[config.mk]
export PLATFORM = sky130hd
export DESIGN_NAME = q2a03_dma_arbiter_flat
export DESIGN_NICKNAME = d
export VERILOG_FILES = /design/src/rtl/q2a03_dma_arbiter_if.sv /design/src/rtl/q2a03_dma_arbiter.sv /design/src/flat_wrapper.sv
export SDC_FILE = /design/constraint.sdc
export NUM_CORES = 1
export LEC_CHECK = 0
export CORE_ASPECT_RATIO = 1.5
export CORE_MARGIN = 8
export CORE_UTILIZATION = 30
export CTS_CLUSTER_SIZE = 12
export DETAILED_ROUTE_END_ITERATION = 7
export PLACE_DENSITY = 0.58
export RECOVER_POWER = 25
export SETUP_SLACK_MARGIN = 0.3
export SLEW_MARGIN = 40
export SYNTH_ARGS = -nofsm -noshare
export SYNTH_HDL_FRONTEND = slang
export SYNTH_SLANG_ARGS = --single-unit
[constraint.sdc]
create_clock -name G_clock -period 2.1 [get_ports G_clock]
set_input_delay 0.42 -clock G_clock [delete_from_list [all_inputs] [get_ports G_clock]]
set_output_delay 0.42 -clock G_clock [all_outputs]
set_load 0.005 [all_outputs]
[src/rtl/q2a03_dma_arbiter_if.sv]
// q2a03_dma_arbiter_if
// Signal bundle between the Q2A03 DMA arbiter, the CPU core, the system bus
// and the DMC sample fetcher.
//   master : arbiter view (drives cpu_ready, bus_*, dma_active, dmc_ack/data)
//   slave  : environment view (core, bus memory, DMC unit)
// Signal groups:
//   cpu_addr/cpu_wr_data/cpu_rdwr/cpu_ready  core side
//   bus_addr/bus_wr_data/bus_rdwr/bus_rd_data system bus side
//   dma_active                                DMA/arbitration busy flag
//   dmc_req/dmc_addr/dmc_ack/dmc_data         DMC single-byte fetch
interface q2a03_dma_arbiter_if;
    logic [15:0] cpu_addr;
    logic [7:0]  cpu_wr_data;
    logic        cpu_rdwr;
    logic        cpu_ready;
    logic [15:0] bus_addr;
    logic [7:0]  bus_wr_data;
    logic        bus_rdwr;
    logic [7:0]  bus_rd_data;
    logic        dma_active;
    logic        dmc_req;
    logic [15:0] dmc_addr;
    logic        dmc_ack;
    logic [7:0]  dmc_data;

    modport master (
        input  cpu_addr, cpu_wr_data, cpu_rdwr, bus_rd_data, dmc_req, dmc_addr,
        output cpu_ready, bus_addr, bus_wr_data, bus_rdwr, dma_active, dmc_ack, dmc_data
    );

    modport slave (
        output cpu_addr, cpu_wr_data, cpu_rdwr, bus_rd_data, dmc_req, dmc_addr,
        input  cpu_ready, bus_addr, bus_wr_data, bus_rdwr, dma_active, dmc_ack, dmc_data
    );
endinterface

[src/rtl/q2a03_dma_arbiter.sv]
// q2a03_dma_arbiter
// Bus arbiter and OAM DMA sequencer between the Q2A03 core and the system
// bus. A core write to OAM_REG stalls the core via cpu_ready and copies the
// 256-byte page {page, 00..FF} to OAM_DATA as alternating get/put cycles.
// Optional DMC single-byte fetches are enabled by defining Q2A03_DMC_DMA_EN;
// without it dmc_req/dmc_addr are ignored and dmc_ack/dmc_data stay 0.
// Ports:
//   G_clock  system clock
//   G_reset  synchronous active-low reset
//   G_cycle  one-clock strobe at the end of each CPU cycle
//   bus      q2a03_dma_arbiter_if.master (core, system bus, DMC signals)
//
// state   | meaning
// IDLE    | bus mirrors core, core runs
// HALT    | stall requested, waiting for the core to reach a read cycle
// ALIGN   | filler read cycle so the next get lands on phase 0
// GET     | read {page, idx} into buffer
// PUT     | write buffer to OAM_DATA, advance idx
// DMC_GET | read one DMC sample byte from dmc_addr
module q2a03_dma_arbiter #(
    parameter logic [15:0] OAM_REG  = 16'h4014,
    parameter logic [15:0] OAM_DATA = 16'h2004
) (
    input  logic G_clock,
    input  logic G_reset,
    input  logic G_cycle,
    q2a03_dma_arbiter_if.master bus
);
    typedef enum logic [2:0] {IDLE, HALT, ALIGN, GET, PUT, DMC_GET} state_t;

    state_t      state, state_nx, slot_nx;
    logic        phase;
    logic [7:0]  page, idx, buffer;
    logic        oam_run;
    logic        cpu_ready_q, dma_active_q;
    logic        dmc_pend, oam_trig;
    logic [15:0] addr_c;
    logic [7:0]  wr_data_c;
    logic        rdwr_c;

    assign oam_trig = !bus.cpu_rdwr && (bus.cpu_addr == OAM_REG);

    // Destination of a get slot: DMC wins, otherwise the OAM get, otherwise
    // a DMC-only halt whose request went away simply ends.
    always_comb begin
        slot_nx = IDLE;
        if (dmc_pend)
            slot_nx = DMC_GET;
        else if (oam_run)
            slot_nx = GET;
    end

    always_comb begin
        state_nx  = state;
        addr_c    = bus.cpu_addr;
        wr_data_c = bus.cpu_wr_data;
        rdwr_c    = bus.cpu_rdwr;
        case (state)
            IDLE:    if (oam_trig || dmc_pend) state_nx = HALT;
            // phase is the current cycle; a get must land where the next phase is 0
            HALT:    if (bus.cpu_rdwr) state_nx = phase ? slot_nx : ALIGN;
            ALIGN: begin
                rdwr_c   = 1'b1;
                state_nx = slot_nx;
            end
            GET: begin
                addr_c   = {page, idx};
                rdwr_c   = 1'b1;
                state_nx = PUT;
            end
            PUT: begin
                addr_c    = OAM_DATA;
                wr_data_c = buffer;
                rdwr_c    = 1'b0;
                state_nx  = (idx == 8'hFF) ? IDLE : slot_nx;
            end
            DMC_GET: begin
                addr_c   = bus.dmc_addr;
                rdwr_c   = 1'b1;
                // the interrupted OAM get retries on the next phase-0 slot
                state_nx = oam_run ? ALIGN : IDLE;
            end
            default: state_nx = IDLE;
        endcase
    end

    always_ff @(posedge G_clock) begin
        if (!G_reset) begin
            state        <= IDLE;
            phase        <= 1'b0;
            page         <= 8'h00;
            idx          <= 8'h00;
            buffer       <= 8'h00;
            oam_run      <= 1'b0;
            cpu_ready_q  <= 1'b1;
            dma_active_q <= 1'b0;
        end else if (G_cycle) begin
            state        <= state_nx;
            phase        <= ~phase;
            cpu_ready_q  <= (state_nx == IDLE);
            dma_active_q <= (state_nx != IDLE);
            case (state)
                // HALT also catches a trigger issued while halted for a DMC fetch
                IDLE, HALT: if (oam_trig && !oam_run) begin
                    page    <= bus.cpu_wr_data;
                    idx     <= 8'h00;
                    oam_run <= 1'b1;
                end
                GET: buffer <= bus.bus_rd_data;
                PUT: begin
                    idx <= idx + 8'd1;
                    if (idx == 8'hFF) oam_run <= 1'b0;
                end
                default: ;
            endcase
        end
    end

`ifdef Q2A03_DMC_DMA_EN
    logic       dmc_ack_q;
    logic [7:0] dmc_data_q;

    always_ff @(posedge G_clock) begin
        if (!G_reset) begin
            dmc_ack_q  <= 1'b0;
            dmc_data_q <= 8'h00;
        end else begin
            dmc_ack_q <= G_cycle && (state == DMC_GET);
            if (G_cycle && (state == DMC_GET)) dmc_data_q <= bus.bus_rd_data;
        end
    end

    assign dmc_pend     = bus.dmc_req;
    assign bus.dmc_ack  = dmc_ack_q;
    assign bus.dmc_data = dmc_data_q;
`else
    assign dmc_pend     = 1'b0;
    assign bus.dmc_ack  = 1'b0;
    assign bus.dmc_data = 8'h00;
`endif

    assign bus.bus_addr    = addr_c;
    assign bus.bus_wr_data = wr_data_c;
    assign bus.bus_rdwr    = rdwr_c;
    assign bus.cpu_ready   = cpu_ready_q;
    assign bus.dma_active  = dma_active_q;
endmodule

[src/flat_wrapper.sv]
// flat-port wrapper written by rule: the top's interface ports become plain ports
module q2a03_dma_arbiter_flat 
#(
    parameter logic [15:0] OAM_REG  = 16'h4014,
    parameter logic [15:0] OAM_DATA = 16'h2004
)
  (G_clock, G_reset, G_cycle, bus_cpu_addr, bus_cpu_wr_data, bus_cpu_rdwr, bus_bus_rd_data, bus_dmc_req, bus_dmc_addr, bus_cpu_ready, bus_bus_addr, bus_bus_wr_data, bus_bus_rdwr, bus_dma_active, bus_dmc_ack, bus_dmc_data);
  q2a03_dma_arbiter_if bus_i ();
  input  logic G_clock;
  input  logic G_reset;
  input  logic G_cycle;
  input wire logic [$bits(bus_i.cpu_addr)-1:0] bus_cpu_addr;
  input wire logic [$bits(bus_i.cpu_wr_data)-1:0] bus_cpu_wr_data;
  input wire logic [$bits(bus_i.cpu_rdwr)-1:0] bus_cpu_rdwr;
  input wire logic [$bits(bus_i.bus_rd_data)-1:0] bus_bus_rd_data;
  input wire logic [$bits(bus_i.dmc_req)-1:0] bus_dmc_req;
  input wire logic [$bits(bus_i.dmc_addr)-1:0] bus_dmc_addr;
  output wire logic [$bits(bus_i.cpu_ready)-1:0] bus_cpu_ready;
  output wire logic [$bits(bus_i.bus_addr)-1:0] bus_bus_addr;
  output wire logic [$bits(bus_i.bus_wr_data)-1:0] bus_bus_wr_data;
  output wire logic [$bits(bus_i.bus_rdwr)-1:0] bus_bus_rdwr;
  output wire logic [$bits(bus_i.dma_active)-1:0] bus_dma_active;
  output wire logic [$bits(bus_i.dmc_ack)-1:0] bus_dmc_ack;
  output wire logic [$bits(bus_i.dmc_data)-1:0] bus_dmc_data;
  assign bus_i.cpu_addr = bus_cpu_addr;
  assign bus_i.cpu_wr_data = bus_cpu_wr_data;
  assign bus_i.cpu_rdwr = bus_cpu_rdwr;
  assign bus_i.bus_rd_data = bus_bus_rd_data;
  assign bus_i.dmc_req = bus_dmc_req;
  assign bus_i.dmc_addr = bus_dmc_addr;
  assign bus_cpu_ready = bus_i.cpu_ready;
  assign bus_bus_addr = bus_i.bus_addr;
  assign bus_bus_wr_data = bus_i.bus_wr_data;
  assign bus_bus_rdwr = bus_i.bus_rdwr;
  assign bus_dma_active = bus_i.dma_active;
  assign bus_dmc_ack = bus_i.dmc_ack;
  assign bus_dmc_data = bus_i.dmc_data;
  q2a03_dma_arbiter #(.OAM_REG(OAM_REG), .OAM_DATA(OAM_DATA)) u_core (.G_clock(G_clock), .G_reset(G_reset), .G_cycle(G_cycle), .bus(bus_i));
endmodule
==> key figures, run 1 <==
Clocking
  • Cts bufs inserted: 5
  • Clock sink total: 31
  • CTS tree: done
  • Clock Tree Root: clkbuf_8
  • Post-CTS Hold Buffers: 0
  • Clock Pin Slew Worst Setup and Hold Paths: 0.07 ns
  • Longest Clk Path Bufs: 2
  • Worst skew pair latency: 0.28 ns
  • Depth of the CTS H-tree: 2

Layout
  • # diodes: 0
  • Post-route insts no fill: 426
  • FILL cells: 625
  • Proportion of layout cells with a drive suffix above 1: 0.3457
  • Nets: 403
  • Synth-to-layout area growth: 77.51%
  • Most frequent cells in the layout: clkdlybuf4s50_1 (37), dfxtp_1 (28), nand2_1 (26), buf_4 (26), mux2i_1 (24)
  • Most common cell after layout, fill and taps aside: clkdlybuf4s50_1

Detailed routing
  • WL final: 7292 um
  • DR DRC count: 0
  • Final antenna-violating net count: 0
  • DRT iter0 DRCs: 37
  • DRT Pass-1 Iters: 4
  • DR vias/cell: 5.068
  • Routed WL per cell: 17.12 um
  • Vias: 2159

Synth
  • Yosys warns: 0
  • EDFF count, synth: 0
  • Ys async rst share: 0
  • Mapped Cells: 231
  • Synth Register Bits: 31
  • Syn Std Cell Area: 1992 um2
  • Seq/Total Area, Yosys: 0.3116
  • Synthesized area per cell: 8.623 um2
  • Synth unique cells: 39
  • Top_reg_cell synth: dfxtp_1

GRT
  • Grt ovf: 0
  • Antenna violations before repair: 0
  • Largest net degree at the start of global routing: 24
  • First-pass GRT wire length: 11170 um
  • Tot GR Track Use: 0.1511
  • Vias in the first global route: 2215

Power
  • Total design power: 1.563 mW
  • Leakage Power: 1.628 nW
  • Worst VDD drop: 0.3277 mV
  • PwrDens: 442.0 nW/um2

Floorplan
  • Die area: 9557 um2
  • Initial Utilization: 0.3071
  • Die Wd: 82.53 um
  • Die height: 115.8 um
  • # rows: 36
  • I/O Pins: 89
  • Core ar.: 6486 um2

Worst setup path
  • CP max FO: 7
  • Startpoint types: flip-flop
  • Crit path capture type: primary output
  • Worst Path Required: 1.68 ns
  • WP data arrival: 1.58 ns
  • Critical Setup Path Class: flip-flop to primary output

STA
  • Final setup viols: 0
  • Final Max Tran Viols: 0
  • Fmax: 500.3 MHz
  • Worst hold margin: 0.4623 ns
  • Final Cycle Share: 0.9517
  • Fin. Hold Viols: 0
  • Setup Skew: 0.001838 ns
  • Final worst slack: 0.1014 ns
  • RSZ-0062 raised after global routing: true
  • Fin crit period: 1.999 ns
  • Post-route setup TNS: 0 ns

Placed design
  • Cells after DPL: 393
  • Worst slack at placement: -0.1647 ns
  • Gpl congestion: 0.8085
  • Post-DP HPWL: 5154 um
  • Port Buf Inserts: 78

Min path
  • Hold crit path type: flip-flop to flip-flop

Status
  • Outcome: completed

Run
  • Max Cap Viol: 0
==> worst max-delay path: stages, from the launching register on <==
cell and delay [ns]:
dfxtp_4 0.37, nor3b_4 0.22, buf_6 0.18, buf_6 0.11
mux2_4 0.30, buf_6 0.12
==> stage by stage <==
step | util | cell area [um2]
final | 0.5451 | 3536
after floorplan | - | 2022
after global placement | 0.4587 | 2975
after CTS | 0.5326 | 3455
after global routing | 0.5451 | 3536
after detailed placement | 0.4587 | 2975
==> routing by layer <==
layer | wire [um] | track usage
met5 | 0 | 0
met4 | 173 | 0.06012
met3 | 459 | 0.03339
met2 | 3945 | 0.2774
met1 | 2713 | 0.1582
==> registers in the layout, indices dropped and copies added (netlist names) <==
name / flops
u_core.buffer: 8
u_core.bus.cpu_ready: 1
u_core.bus.dma_active: 1
u_core.idx: 8
u_core.oam_run: 1
u_core.page: 8
u_core.phase: 1
u_core.state: 3
==> synthesized netlist by cell type (all sizes together), types with 3 or more instances <==
| cell type | count | area share |
|---|---|---|
| o21ai | 4 | 0.010 |
| mux2 | 8 | 0.045 |
| nand2 | 28 | 0.053 |
| o221ai | 3 | 0.013 |
| buf | 15 | 0.055 |
| a21boi | 10 | 0.038 |
| a21oi | 15 | 0.038 |
| a31oi | 3 | 0.0094 |
| dfxtp | 31 | 0.31 |
| nand3 | 3 | 0.0075 |
| clkbuf | 10 | 0.019 |
| xor2 | 5 | 0.022 |
| nor2b | 8 | 0.025 |
| nor2 | 15 | 0.028 |
| a221oi | 14 | 0.062 |
| nand4 | 4 | 0.013 |
| inv | 3 | 0.0057 |
| mux2i | 25 | 0.13 |
==> final cells by class <==
| cell class | instances | area (um2) | area share |
|---|---|---|---|
| inverters | 3 | 11.26 | 0.003185 |
| clock buffers | 6 | 82.58 | 0.02335 |
| well taps | 76 | 95.09 | 0.02689 |
| flip-flops and latches | 31 | 629.4 | 0.1780 |
| clock inverters | 2 | 35.03 | 0.009908 |
| multi-input cells | 180 | 1439 | 0.4069 |
| repair buffers | 128 | 1244 | 0.3517 |
==> kinds of logic (layout without fill, tap and decap cells) <==
kind of cell    count (synthesis)  in the layout  synth area share
fa+ha+maj                       1              1          0.006280
simple gates                   74             74            0.2004
compound gates                 56             56            0.1985
flops                          31             31            0.3116
mux                            33             33            0.1709
other cells                     1              9          0.001883
xor+xnor                        7              7           0.03078
buf+inv                        28            139           0.07977
==> what timing repair did <==
| item | 4_1_cts | 5_1_grt |
|---|---|---|
| cloned | 2 | 0 |
| buffers inserted | 15 | 8 |
| setup endpoints to repair | 42 | 40 |
| pin swaps | 15 | 16 |
| gates resized for setup | 161 | 15 |
==> final timing paths <==
path	from	end	slack, ns	depth (start not counted)
max	u_core.state[1]$_SDFFE_PN0P_	bus_bus_wr_data[7]	0.10	5
min	u_core.buffer[3]$_SDFFE_PN0P_	u_core.buffer[3]$_SDFFE_PN0P_	0.46	2
max reg2reg	u_core.state[2]$_SDFFE_PN0P_	u_core.page[1]$_SDFFE_PN0P_	0.25	9
min reg2reg	u_core.buffer[3]$_SDFFE_PN0P_	u_core.buffer[3]$_SDFFE_PN0P_	0.46	2
==> report_power, final <==
part	switching [mW]	internal, mW
combinational	0.138	0.204
sequential	0.00840	0.595
clock	0.234	0.384
total	0.380	1.18
Power figures use the tool's default switching activity.
==> run 2: changes to the inputs <==
--- a/config.mk
+++ b/config.mk
@@ -6,7 +6,7 @@
 export NUM_CORES = 1
 export LEC_CHECK = 0
 export CORE_ASPECT_RATIO = 1.5
-export CORE_MARGIN = 8
+export CORE_MARGIN = 1
 export CORE_UTILIZATION = 30
 export CTS_CLUSTER_SIZE = 12
 export DETAILED_ROUTE_END_ITERATION = 7
@@ -17,3 +17,4 @@
 export SYNTH_ARGS = -nofsm -noshare
 export SYNTH_HDL_FRONTEND = slang
 export SYNTH_SLANG_ARGS = --single-unit
+export TNS_END_PERCENT = 5
==> run 2 against run 1 <==
  * Hold slack improved by 0.0025 ns
  * Critical path depth increased by 1
  * Non-clock buffer count decreased by 11
  * Combinational power decreased by 4%
  * Sequential cell count unchanged
  * Global-route usage increased by 4.5 points
  * Count of clock-buffer cells in the layout unchanged
  * Clock skew increased by 0.0068 ns
  * Worst setup slack improved by 0.0021 ns
  * Clock power decreased by 7.1%
  * Wire length decreased by 9.5%
  * Highest routed layer unchanged
==> key figures, run 2 (synthesized netlist as in run 1, its figures left out) <==
Worst setup path
  • WP data arrival: 1.58 ns (about the same)
  • Reg2reg path depth: 8 (was 9)
  • Worst R2R Setup Slack: 0.21 ns (was 0.25 ns)
  • Critical Setup Path Class: flip-flop to primary output (unchanged)
  • Startpoint types: flip-flop (unchanged)
  • FF-to-FF End: u_core.page[1]$_SDFFE_PN0P_ (unchanged)
  • Worst Path Required: 1.68 ns (about the same)
  • RR Startpoint: u_core.state[1]$_SDFFE_PN0P_ (was u_core.state[2]$_SDFFE_PN0P_)
  • Crit path capture type: primary output (unchanged)
  • CP max FO: 11 (was 7)
  • Worst Setup EP: bus_bus_addr[13] (was bus_bus_wr_data[7])
  • Worst setup startpoint: u_core.state[1]$_SDFFE_PN0P_ (unchanged)

Detailed routing
  • Final antenna-violating net count: 0 (unchanged)
  • DR vias/cell: 5.164 (was 5.068)
  • WL final: 6597 um (was 7292 um)
  • DRT iter0 DRCs: 72 (was 37)
  • DRT Pass-1 Iters: 4 (unchanged)
  • DR DRC count: 0 (unchanged)
  • Routed WL per cell: 15.93 um (was 17.12 um)
  • Vias: 2138 (was 2159)

Clocking
  • Post-CTS Hold Buffers: 0 (unchanged)
  • CTS tree: done (unchanged)
  • Clock sink total: 31 (unchanged)
  • Clock Tree Root: clkbuf_8 (unchanged)
  • Cts bufs inserted: 5 (unchanged)
  • Depth of the CTS H-tree: 2 (unchanged)
  • Clock Pin Slew Worst Setup and Hold Paths: 0.07 ns (about the same)
  • Longest Clk Path Bufs: 2 (unchanged)
  • Worst skew pair latency: 0.28 ns (about the same)

Power
  • PwrDens: 448.1 nW/um2 (was 442.0 nW/um2)
  • Net Switching: 0.3661 mW (was 0.3801 mW)
  • Total design power: 1.504 mW (was 1.563 mW)
  • Gate power share: 0.217 (was 0.219)
  • Leakage Power: 1.540 nW (was 1.628 nW)
  • Clk network pwr share: 0.381 (was 0.395)
  • Switching share of power: 0.2433 (was 0.2432)
  • Worst VDD drop: 0.3913 mV (was 0.3277 mV)
  • Part of the power in registers: 0.402 (was 0.386)
  • Internal: 1.138 mW (was 1.183 mW)

GRT
  • Most used routing layer in global routing: met2 (unchanged)
  • Tot GR Track Use: 0.1960 (was 0.1511)
  • Largest net degree at the start of global routing: 22 (was 24)
  • Grt ovf: 0 (unchanged)
  • Vias in the first global route: 2060 (was 2215)
  • Met3 Use GR: 0.03378 (was 0.03339)
  • Global Route met2 Usage: 0.3522 (was 0.2774)
  • Antenna violations before repair: 0 (unchanged)
  • GR Util met1: 0.2180 (was 0.1582)
  • First-pass GRT wire length: 10070 um (was 11170 um)

Floorplan
  • Die Wd: 68.53 um (was 82.53 um)
  • I/O Pins: 89 (unchanged)
  • Core ar.: 6441 um2 (was 6486 um2)
  • Die area: 6976 um2 (was 9557 um2)
  • Die height: 101.8 um (was 115.8 um)
  • Initial Utilization: 0.3092 (was 0.3071)
  • # rows: 36 (unchanged)

Placed design
  • Placed Instance Area: 2920 um2 (was 2975 um2)
  • Post-DP HPWL: 4622 um (was 5154 um)
  • Cells after DPL: 389 (was 393)
  • Port Buf Inserts: 78 (unchanged)
  • Gpl congestion: 0.8633 (was 0.8085)

Min path
  • Hold crit path type: flip-flop to flip-flop (unchanged)

Layout
  • Multi-input logic area: 1398 um2 (was 1439 um2)
  • Sequential cell area: 628.1 um2 (was 629.4 um2)
  • Nets: 392 (was 403)
  • Most frequent cells in the layout: clkdlybuf4s50_1 (47), dfxtp_1 (29), nand2_1 (27), mux2i_1 (25), buf_4 (22) (was clkdlybuf4s50_1 (37), dfxtp_1 (28), nand2_1 (26), buf_4 (26), mux2i_1 (24))
  • # diodes: 0 (unchanged)
  • Proportion of layout cells with a drive suffix above 1: 0.2574 (was 0.3457)
  • Top flop regs: u_core.buffer x8, u_core.idx x8, u_core.page x8 (unchanged)
  • Synth-to-layout area growth: 68.53% (was 77.51%)
  • Final instance area: 3357 um2 (was 3536 um2)
  • Most common cell after layout, fill and taps aside: clkdlybuf4s50_1 (unchanged)
  • FILL cells: 646 (was 625)
  • Post-route insts no fill: 414 (was 426)

STA
  • Fin crit period: 1.997 ns (was 1.999 ns)
  • Setup Skew: 0.008646 ns (was 0.001838 ns)
  • Fmax: 500.9 MHz (was 500.3 MHz)
  • Final Cycle Share: 0.9507 (was 0.9517)
  • Final setup viols: 0 (unchanged)
  • Relative slew slack: 0.4979
  • RSZ-0062 raised after global routing: true (unchanged)
  • Final Max Tran Viols: 0 (unchanged)
  • Fin. Hold Viols: 0 (unchanged)
  • Worst slew pin tran: 0.7531 ns

Status
  • Outcome: completed (unchanged)

Run
  • Max Cap Viol: 0 (unchanged)
==> run 2: changes by cell type in the layout (fill, tap and decap cells not counted), moves of 3 or more <==
| cell | change |
|---|---|
| clkdlybuf4s50_1 | +10 |
| buf_2 | -9 |
| clkdlybuf4s15_1 | +8 |
| buf_4 | -4 |
| buf_6 | -4 |
| clkdlybuf4s15_2 | -4 |
| a221oi_1 | -3 |
| a221oi_2 | +3 |
| buf_12 | -3 |
| dlygate4sd2_1 | -3 |
==> run 2: worst min-delay path by stage <==
stage                                        startpoint                             to  slack (ns)  cells past startpoint
after global routing      u_core.buffer[7]$_SDFFE_PN0P_  u_core.buffer[7]$_SDFFE_PN0P_        0.48                      2
after global placement    u_core.buffer[5]$_SDFFE_PN0P_  u_core.buffer[5]$_SDFFE_PN0P_        0.45                      2
after detailed placement  u_core.buffer[7]$_SDFFE_PN0P_  u_core.buffer[7]$_SDFFE_PN0P_        0.46                      2
final                     u_core.buffer[1]$_SDFFE_PN0P_  u_core.buffer[1]$_SDFFE_PN0P_        0.46                      2
after floorplan           u_core.buffer[6]$_SDFFE_PN0P_  u_core.buffer[6]$_SDFFE_PN0P_        0.44                      2
after CTS                 u_core.buffer[1]$_SDFFE_PN0P_  u_core.buffer[1]$_SDFFE_PN0P_        0.47                      2
==> run 2: area by class of cell <==
type                            instances  share of cell area
Timing Repair Buffer                  117              0.3336
Sequential cell                        31              0.1871
Tap cell                               76             0.02833
Clock buffer                            6             0.02162
Clock inverter                          1            0.008945
Multi-Input combinational cell        180              0.4163
Inverter                                3            0.004100
==> run 2: power groups by stage <==
stage	combinational, mW	clock, mW	sequential [mW]
2_1_floorplan	0.106	0	0.613
3_3_place_gp	0.301	0	0.617
3_5_place_dp	0.300	0	0.616
4_1_cts	0.318	0.581	0.604
5_1_grt	0.353	0.612	0.605
6_report	0.327	0.573	0.605
==> run 2: critical path, cell delays in order (launching register included) <==
cell and delay, ns:
dfxtp_4 0.40, buf_6 0.13, buf_12 0.13, inv_1 0.07
o221ai_1 0.19, o21ai_0 0.10, dlygate4sd2_1 0.28
==> run 2: routing by layer <==
| metal | vias to the layer above | part of all wire |
|---|---|---|
| li1 | 1044 | - |
| met1 | 996 | 0.38 |
| met2 | 82 | 0.55 |
| met3 | 16 | 0.048 |
| met4 | 0 | 0.027 |
| met5 | - | 0 |
==> run 2: what timing repair did <==
item,CTS,global route
resized for setup,97,21
gates cloned,1,0
setup buffers,16,1
pin swaps,3,9
setup endpoints to repair,42,44
==> run 2: metrics by stage <==
step                      worst slack, ns  TNS (ns)    util  hold WS, ns
after floorplan                    0.3833         0       -       0.4399
after global placement            -0.1182    -1.605  0.4534       0.4455
after detailed placement          -0.1294    -1.921  0.4534       0.4562
after CTS                         0.09955         0  0.5109       0.4662
after global routing              0.05977         0  0.5212       0.4825
final                              0.1035         0  0.5212       0.4648
==> run 3: changes to the inputs <==
--- a/config.mk
+++ b/config.mk
@@ -10,6 +10,7 @@
 export CORE_UTILIZATION = 30
 export CTS_CLUSTER_SIZE = 12
 export DETAILED_ROUTE_END_ITERATION = 7
+export HOLD_SLACK_MARGIN = 0.1
 export PLACE_DENSITY = 0.58
 export RECOVER_POWER = 25
 export SETUP_SLACK_MARGIN = 0.3
==> results of run 3 <==
Final layout, timing and power as in run 2 (identical DEF).
